[src/rtl/seq_alu.sv]
// Registered handshaked ALU with NZCV flags; optional iterative MUL under `SEQ_ALU_MUL_EN.
// Latency: 1 cycle for single-cycle ops, WIDTH cycles for MUL.
// Backpressure: in_ready drops while MUL iterates; in_valid without in_ready is ignored.
module seq_alu #(
    parameter int WIDTH = 32,
    parameter int CMD_W = 4
) (
    input  logic             clk,
    input  logic             rst,
    input  logic             in_valid,
    output logic             in_ready,
    input  logic [CMD_W-1:0] exe_cmd,
    input  logic [WIDTH-1:0] op1,
    input  logic [WIDTH-1:0] op2,
    input  logic             carry,
    input  logic             s_en,
    output logic             out_valid,
    output logic [WIDTH-1:0] alu_res,
    output logic [3:0]       status_bits
);

    localparam logic [CMD_W-1:0] CMD_MOV = CMD_W'(4'b0001);
    localparam logic [CMD_W-1:0] CMD_MVN = CMD_W'(4'b1001);
    localparam logic [CMD_W-1:0] CMD_ADD = CMD_W'(4'b0010);
    localparam logic [CMD_W-1:0] CMD_ADC = CMD_W'(4'b0011);
    localparam logic [CMD_W-1:0] CMD_SUB = CMD_W'(4'b0100);
    localparam logic [CMD_W-1:0] CMD_SBC = CMD_W'(4'b0101);
    localparam logic [CMD_W-1:0] CMD_AND = CMD_W'(4'b0110);
    localparam logic [CMD_W-1:0] CMD_ORR = CMD_W'(4'b0111);
    localparam logic [CMD_W-1:0] CMD_EOR = CMD_W'(4'b1000);

    logic [WIDTH-1:0] alu_res_q, alu_res_d;
    logic             out_valid_q, out_valid_d;
    logic [3:0]       status_q, status_d;

    logic [WIDTH-1:0] b_in;
    logic             cin;
    logic [WIDTH:0]   sum;
    logic [WIDTH-1:0] sc_res;
    logic             sc_ok;
    logic             arith;
    logic [3:0]       sc_flags;
    logic             accept;

    // Subtraction is op1 + ~op2 + cin, so sum[WIDTH] is already the no-borrow carry.
    always_comb begin
        b_in  = op2;
        cin   = 1'b0;
        arith = 1'b0;
        case (exe_cmd)
            CMD_ADD: arith = 1'b1;
            CMD_ADC: begin arith = 1'b1; cin = carry; end
            CMD_SUB: begin arith = 1'b1; b_in = ~op2; cin = 1'b1; end
            CMD_SBC: begin arith = 1'b1; b_in = ~op2; cin = carry; end
            default: ;
        endcase
        sum = {1'b0, op1} + {1'b0, b_in} + {{WIDTH{1'b0}}, cin};

        sc_res = '0;
        sc_ok  = 1'b1;
        case (exe_cmd)
            CMD_MOV: sc_res = op2;
            CMD_MVN: sc_res = ~op2;
            CMD_ADD, CMD_ADC, CMD_SUB, CMD_SBC: sc_res = sum[WIDTH-1:0];
            CMD_AND: sc_res = op1 & op2;
            CMD_ORR: sc_res = op1 | op2;
            CMD_EOR: sc_res = op1 ^ op2;
            default: sc_ok = 1'b0;
        endcase

        sc_flags = status_q;
        if (sc_ok && s_en) begin
            sc_flags[3] = sc_res[WIDTH-1];
            sc_flags[2] = (sc_res == '0);
            if (arith) begin
                sc_flags[1] = sum[WIDTH];
                sc_flags[0] = (op1[WIDTH-1] == b_in[WIDTH-1]) && (sum[WIDTH-1] != op1[WIDTH-1]);
            end
        end
    end

`ifdef SEQ_ALU_MUL_EN
    localparam logic [CMD_W-1:0] CMD_MUL = CMD_W'(4'b1010);
    localparam int CNT_W = $clog2(WIDTH + 1);

    typedef enum logic {S_IDLE, S_MUL_BUSY} state_t;

    state_t           state_q, state_d;
    logic             in_ready_q, in_ready_d;
    logic [CNT_W-1:0] cnt_q, cnt_d;
    logic [WIDTH-1:0] acc_q, acc_d;
    logic [WIDTH-1:0] mcand_q, mcand_d;
    logic [WIDTH-1:0] mplier_q, mplier_d;
    logic             mul_s_q, mul_s_d;
    logic [WIDTH-1:0] acc_nxt;

    assign in_ready = in_ready_q;
    assign acc_nxt  = acc_q + (mplier_q[0] ? mcand_q : '0);
`else
    assign in_ready = 1'b1;
`endif

    assign accept = in_valid && in_ready;

    always_comb begin
        alu_res_d   = alu_res_q;
        out_valid_d = 1'b0;
        status_d    = status_q;
`ifdef SEQ_ALU_MUL_EN
        state_d    = state_q;
        in_ready_d = in_ready_q;
        cnt_d      = cnt_q;
        acc_d      = acc_q;
        mcand_d    = mcand_q;
        mplier_d   = mplier_q;
        mul_s_d    = mul_s_q;
        if (state_q == S_IDLE) begin
            if (accept) begin
                if (exe_cmd == CMD_MUL) begin
                    state_d    = S_MUL_BUSY;
                    in_ready_d = 1'b0;
                    cnt_d      = CNT_W'(WIDTH);
                    acc_d      = '0;
                    mcand_d    = op1;
                    mplier_d   = op2;
                    mul_s_d    = s_en;
                end else begin
                    alu_res_d   = sc_res;
                    out_valid_d = 1'b1;
                    status_d    = sc_flags;
                end
            end
        end else begin
            // One shift-add step per busy cycle; only the low WIDTH product bits are kept.
            acc_d    = acc_nxt;
            mcand_d  = mcand_q << 1;
            mplier_d = mplier_q >> 1;
            cnt_d    = cnt_q - 1'b1;
            if (cnt_q == CNT_W'(1)) begin
                state_d     = S_IDLE;
                in_ready_d  = 1'b1;
                alu_res_d   = acc_nxt;
                out_valid_d = 1'b1;
                if (mul_s_q) begin
                    status_d[3] = acc_nxt[WIDTH-1];
                    status_d[2] = (acc_nxt == '0);
                end
            end
        end
`else
        if (accept) begin
            alu_res_d   = sc_res;
            out_valid_d = 1'b1;
            status_d    = sc_flags;
        end
`endif
    end

    always_ff @(posedge clk or posedge rst) begin
        if (rst) begin
            alu_res_q   <= '0;
            out_valid_q <= 1'b0;
            status_q    <= 4'b0000;
`ifdef SEQ_ALU_MUL_EN
            state_q     <= S_IDLE;
            in_ready_q  <= 1'b1;
            cnt_q       <= '0;
            acc_q       <= '0;
            mcand_q     <= '0;
            mplier_q    <= '0;
            mul_s_q     <= 1'b0;
`endif
        end else begin
            alu_res_q   <= alu_res_d;
            out_valid_q <= out_valid_d;
            status_q    <= status_d;
`ifdef SEQ_ALU_MUL_EN
            state_q     <= state_d;
            in_ready_q  <= in_ready_d;
            cnt_q       <= cnt_d;
            acc_q       <= acc_d;
            mcand_q     <= mcand_d;
            mplier_q    <= mplier_d;
            mul_s_q     <= mul_s_d;
`endif
        end
    end

    assign alu_res     = alu_res_q;
    assign out_valid   = out_valid_q;
    assign status_bits = status_q;

endmodule
[config.mk]
export PLATFORM = sky130hd
export DESIGN_NAME = seq_alu
export DESIGN_NICKNAME = d
export VERILOG_FILES = /design/src/rtl/seq_alu.sv
export SDC_FILE = /design/constraint.sdc
export NUM_CORES = 1
export LEC_CHECK = 0
export CAP_MARGIN = 20
export CORE_MARGIN = 2
export CORE_UTILIZATION = 50
export DETAILED_ROUTE_END_ITERATION = 10
export GPL_TIMING_DRIVEN = 0
export PLACE_DENSITY = 0.79
export SLEW_MARGIN = 20
export SYNTH_ARGS = -nofsm -noshare
export SYNTH_HDL_FRONTEND = slang
export SYNTH_SLANG_ARGS = --single-unit
[constraint.sdc]
create_clock -name clk -period 1.1 [get_ports clk]
set_input_delay 0.165 -clock clk [delete_from_list [all_inputs] [get_ports clk]]
set_output_delay 0.165 -clock clk [all_outputs]
set_load 0.02 [all_outputs]
# After elaboration in Yosys (flattened, before gate mapping)
# Cells that the tools add are included.
# word_totals
register_bits,37
latch_bits,0
ram_bits,0
rom_bits,0
inputBits,73
output_inout_bits,38
word_cells,36
memories,0
# op_classes
add_sub_neg,2
multipliers,0
div_mod_pow,0
magnitude_cmp,0
eq_ne,11
shift,0
muxes,6
bitwise,4
reduce_logical,9
# op_table
cell,count
32-bit case mux with 6 select lines,1
32-bit by 32-bit adder with 33-bit output,1
33-bit by 1-bit adder with 33-bit output,1
32-bit bitwise AND,1
32-bit logical NOT,1
32-bit two-way mux,1
32-bit inverter,1
32-bit OR,1
32-bit XOR,1
"4-bit by 3-bit equality test with 1-bit output, second input constant",4
9-bit OR reduction,1
"4-bit by 2-bit equality test with 1-bit output, second input constant",2
"4-bit equality test, second input constant",2
"4-bit by 1-bit equality test with 1-bit output, second input constant",1
2-bit OR reduction,2
4-bit OR reduction,1
1-bit two-way mux,3
3-bit AND reduction,1
1-bit logical AND,2
1-bit case mux with 2 select lines,1
2-bit AND reduction,1
1-bit equality test,1
1-bit != test,1

# Logic depth before layout (Yosys ltp)
# logic_depth
depth_word,7
mapped_depth,20
mapped_depth_nobuf,16

# Worst setup path before layout
# No wires, ideal clock.
# synth_timing
path_kind,in2reg
start,input exe_cmd[3]
end,register status_q[2] (netlist: status_bits[2])
setup_time_ns,0.066
t_arrival_ns,3.748
required_ns,1.034
setup_slack_ns,-2.714
stages,19
n_path_buf,6
cell_sequence,buf_2 -> buf_6 -> buf_4 -> buf_2 -> nor3b_1 -> clkbuf_1 -> buf_2 -> xnor2_1 -> ha_1 -> a21oi_1 -> o21ai_1 -> a221o_1 -> and2_1 -> a311o_1 -> a31oi_2 -> mux2i_1 -> and2_1 -> nand4_1 -> nand2_1
# synth_between
elab_chain_cells,7
elab_cells_between_ends,22
classes_between,add/sub: 2; eq/ne: 9; mux: 4; reduce/logical: 7
# synth_rtl
item,line_no,source
from (decl),12,"input logic [CMD_W-1:0] exe_cmd,"
4-bit by 3-bit equality test with 1-bit output,"50, 61",
2-bit OR reduction (no source line),-,
32-bit two-way mux,-,
32-bit by 32-bit adder with 33-bit output,57,"sum = {1'b0, op1} + {1'b0, b_in} + {{WIDTH{1'b0}}, cin};"
33-bit by 1-bit adder with 33-bit output,57,
32-bit case mux with 6 select lines,61,case (exe_cmd)
32-bit logical NOT,74,sc_flags[2] = (sc_res == '0);
to (signal assigned),176,status_q <= status_d;
to (decl),34,"logic [3:0] status_q, status_d;"
# Parallel ways exist; a longest one is shown, timed or not.
# A chain may end at the register's enable or synchronous reset.

# Final worst setup path
# Ends and elaborated chain as after synthesis.

==> summary.txt <==
Global route
  – Global-route wire length before repair: 35230 µm
  – Grt total ovfl: 0
  – Initial antenna violation count: 0
  – Pin count of the biggest net entering global routing: 38
  – Gr usage total: 0.3291
  – Vias in the first global route: 6704

Routing
  – Antenna Nets Post-Route: 0
  – Met2 WL: 11780 µm
  – Wirelength, routed: 24890 µm
  – Drt via density: 6.335
  – Top layer in use: met4
  – Metal-1 WL: 9426 µm
  – Initial DRC Count: 752
  – Vias: 7425
  – DRC Markers: 0
  – DRT Pass-1 Iters: 5
  – WL/cell: 21.24 µm
  – WL met3: 2062 µm

Timing
  – TNS Setup: -65940 ps
  – Unrepaired setup endpoints after global routing: true
  – Final worst setup slack: -2580 ps
  – Final Cycle Share: 3.346
  – # setup viols final: 36
  – Min Clock Period, post-route: 3680 ps
  – Final Max Tran Viols: 0
  – Worst hold slack: 350.5 ps
  – Final hold vios: 0
  – Max Freq: 271.7 MHz
  – Worst Clk Skew: 0 ps
  – Worst-Margin Slew: 806.5 ps
  – Max-slew headroom: 0.4623

Critical path
  – WS Path Type: primary input to flip-flop
  – Critical Path Start Type: primary input
  – Reg2Reg Depth: 1
  – Internal reg-to-reg setup slack: 310 ps
  – Reg2reg start: alu_res[8]
  – Crit path DAT: 3900 ps
  – CP required: 1320 ps
  – Crit-path max cell delay: 460 ps
  – Slowest-stage cell, CP: nor4_1
  – Worst setup EP type: flip-flop
  – Crit-path max FO: 6
  – CP cell instances: buf_8 -> buf_12 -> buf_12 -> buf_12 -> nor3b_2 -> clkbuf_8 -> buf_12 -> buf_8 -> xnor2_2 -> ha_4 -> buf_4 -> nand2_2 -> buf_4 -> nor3_1 -> a211oi_2 -> mux2i_1 -> o311ai_1 -> nor4_1 -> nand4_1 -> nor4_2 -> nand4_1 -> nand2_1
  – Cell mode on critical path: buf_12
  – RR Endpoint: alu_res[8]

Final layout
  – Number of diodes: 0
  – Final instance area: 9472 µm²
  – Fraction of layout cells with a size suffix above 1: 0.3270
  – Cell Count, Final, Fillers Out: 1172
  – Filler cell count: 866
  – Nets: 1169
  – Area growth syn-to-layout: 47.68%

Clock network
  – Root cell of the clock tree: clkbuf_16
  – Clock Latency Late Sink: 280 ps
  – CTS HTree Levels: 2
  – Max clock buf depth: 2
  – Reg clk slew, reported paths: 60 ps
  – Clock Sinks: 37
  – CTS tree: done
  – Total CTS buffers: 5

Logic synthesis
  – Sequential fraction of the synthesis area: 0.1444
  – Synth top area share: 0.1853
  – Fraction of registers with async set/reset: 1.000
  – Synth Warn #: 0
  – EDFF count, synth: 0
  – Synth area leaders: ha_1, dfrtp_1, xnor2_1
  – Largest area contributor in the netlist: ha_1
  – Mapped Cells: 812
  – Yosys reg bits: 37
  – Top-count cell post-synth: ha_1
  – Yosys cell types: 88
  – Net count after synthesis: 982
  – Most common flop cell mapped by yosys: dfrtp_1
  – Syn avg cell area: 7.899 µm²
  – Post-synth top cells: ha_1, inv_1, a21oi_1
  – Area of the mapped netlist: 6414 µm²

Floorplan
  – Ports: 111
  – Standard-cell rows: 41
  – Die height: 117.3 µm
  – Initial core utilization: 0.5103
  – Core area: 12570 µm²
  – Die area: 13750 µm²
  – Chip Width: 117.3 µm

Outcome
  – Failing checks: setup timing
  – Outcome: finished with violations

Placement
  – Dpl hpwl: 16400 µm
  – Final GP Congestion: 1.003
  – Dpl cells: 1092
  – Port Buf Inserts: 108
  – Placed cell area: 7854 µm²

Pwr
  – Overall power: 8.881 mW
  – Power density cells: 937.7 nW/µm²
  – P_leak: 4.114 nW
  – VDD IR-drop max: 0.0007488 V

Hold path
  – Hold Path Class: primary input to asynchronous set/reset pin

Flow run
  – Maximum capacitance violations: 0
routing by layer:
layer  up-vias  GRT usage
met5         -          0
met4         0     0.1804
met3       115    0.04068
met2       488     0.5429
met1      3509     0.4179
li1       3313          -
cell families after synthesis:
| family | count (synthesis) | share of synthesized area |
|---|---|---|
| AOI/OAI and AO/OA | 243 | 0.2622 |
| and+or+nand+nor | 218 | 0.1832 |
| buffers and inverters | 121 | 0.08155 |
| adders and majority gates | 97 | 0.1916 |
| xor gates and xnor gates | 72 | 0.09832 |
| DFF | 37 | 0.1444 |
| muxes | 23 | 0.03824 |
| other | 1 | 0.0005847 |
layout by cell type, fill, tap and decap left out, types with 15 or more instances in the layout:
| master | n |
|---|---|
| buf_4 | 65 |
| buf_2 | 33 |
| buf_6 | 15 |
| inv_1 | 75 |
| a21oi_2 | 21 |
| o21ai_0 | 15 |
| ha_1 | 81 |
| dfrtp_1 | 37 |
| nor3_1 | 16 |
| a22oi_1 | 15 |
| clkdlybuf4s50_1 | 68 |
| xnor2_1 | 32 |
| a21oi_1 | 40 |
| nor2_1 | 47 |
| clkdlybuf4s15_2 | 19 |
| nand2_1 | 48 |
| xor2_1 | 25 |
worst max-delay path by stage:
stage / from / endpoint / cells past startpoint
after floorplan: exe_cmd[3] / status_bits[3] / 17
after global placement: exe_cmd[0] / status_bits[2] / 20
after detailed placement: exe_cmd[0] / status_bits[2] / 20
after CTS: exe_cmd[3] / status_bits[2] / 20
after global routing: exe_cmd[1] / status_bits[2] / 21
final: exe_cmd[3] / status_bits[2] / 22
report_power, final:
group          switching (mW)  internal, mW  leakage [nW]  total (mW)
clock                   0.561         0.832        0.0706        1.39
sequential              0.132          1.59         0.455        1.72
combinational            3.23          2.54          3.59        5.77
total                    3.92          4.96          4.11        8.88
worst max-delay path: cells and delay by family:
family,cells,cell delay [ps]
xor gates and xnor gates,1,130
buffers and inverters,9,1230
muxes,1,240
adders and majority gates,1,260
and+or+nand+nor,8,1390
AOI/OAI and AO/OA,2,470
metrics by stage:
stage,utilization,setup WS (ps)
after floorplan,-,-2344
after global placement,0.6249,-3735
after detailed placement,0.6249,-3775
after CTS,0.7118,-2334
after global routing,0.7536,-2828
final,0.7536,-2580
flip-flops by register name (all words and copies together), names as in the netlist:
signal       count
alu_res         32
out_valid        1
status_bits      4
what timing repair did:
item                       in CTS  in global routing
setup buffers                  44                 31
setup endpoints to repair      73                 55
resized for setup             247                100
hold buffers                    0                  0
pin swaps                      47                 40
final cells by class:
cell class              count  area, µm²  share of cell area
multi-input cells         654       5931              0.6262
repair buffers            180       1590              0.1679
flip-flops and latches     37      925.9             0.09775
plain buffers              44      381.6             0.04029
inverters                  77      289.0             0.03052
well taps                 172      215.2             0.02272
clock buffers               6      128.9             0.01361
clock inverters             2      10.01            0.001057
(Power assumes the default switching activity.)
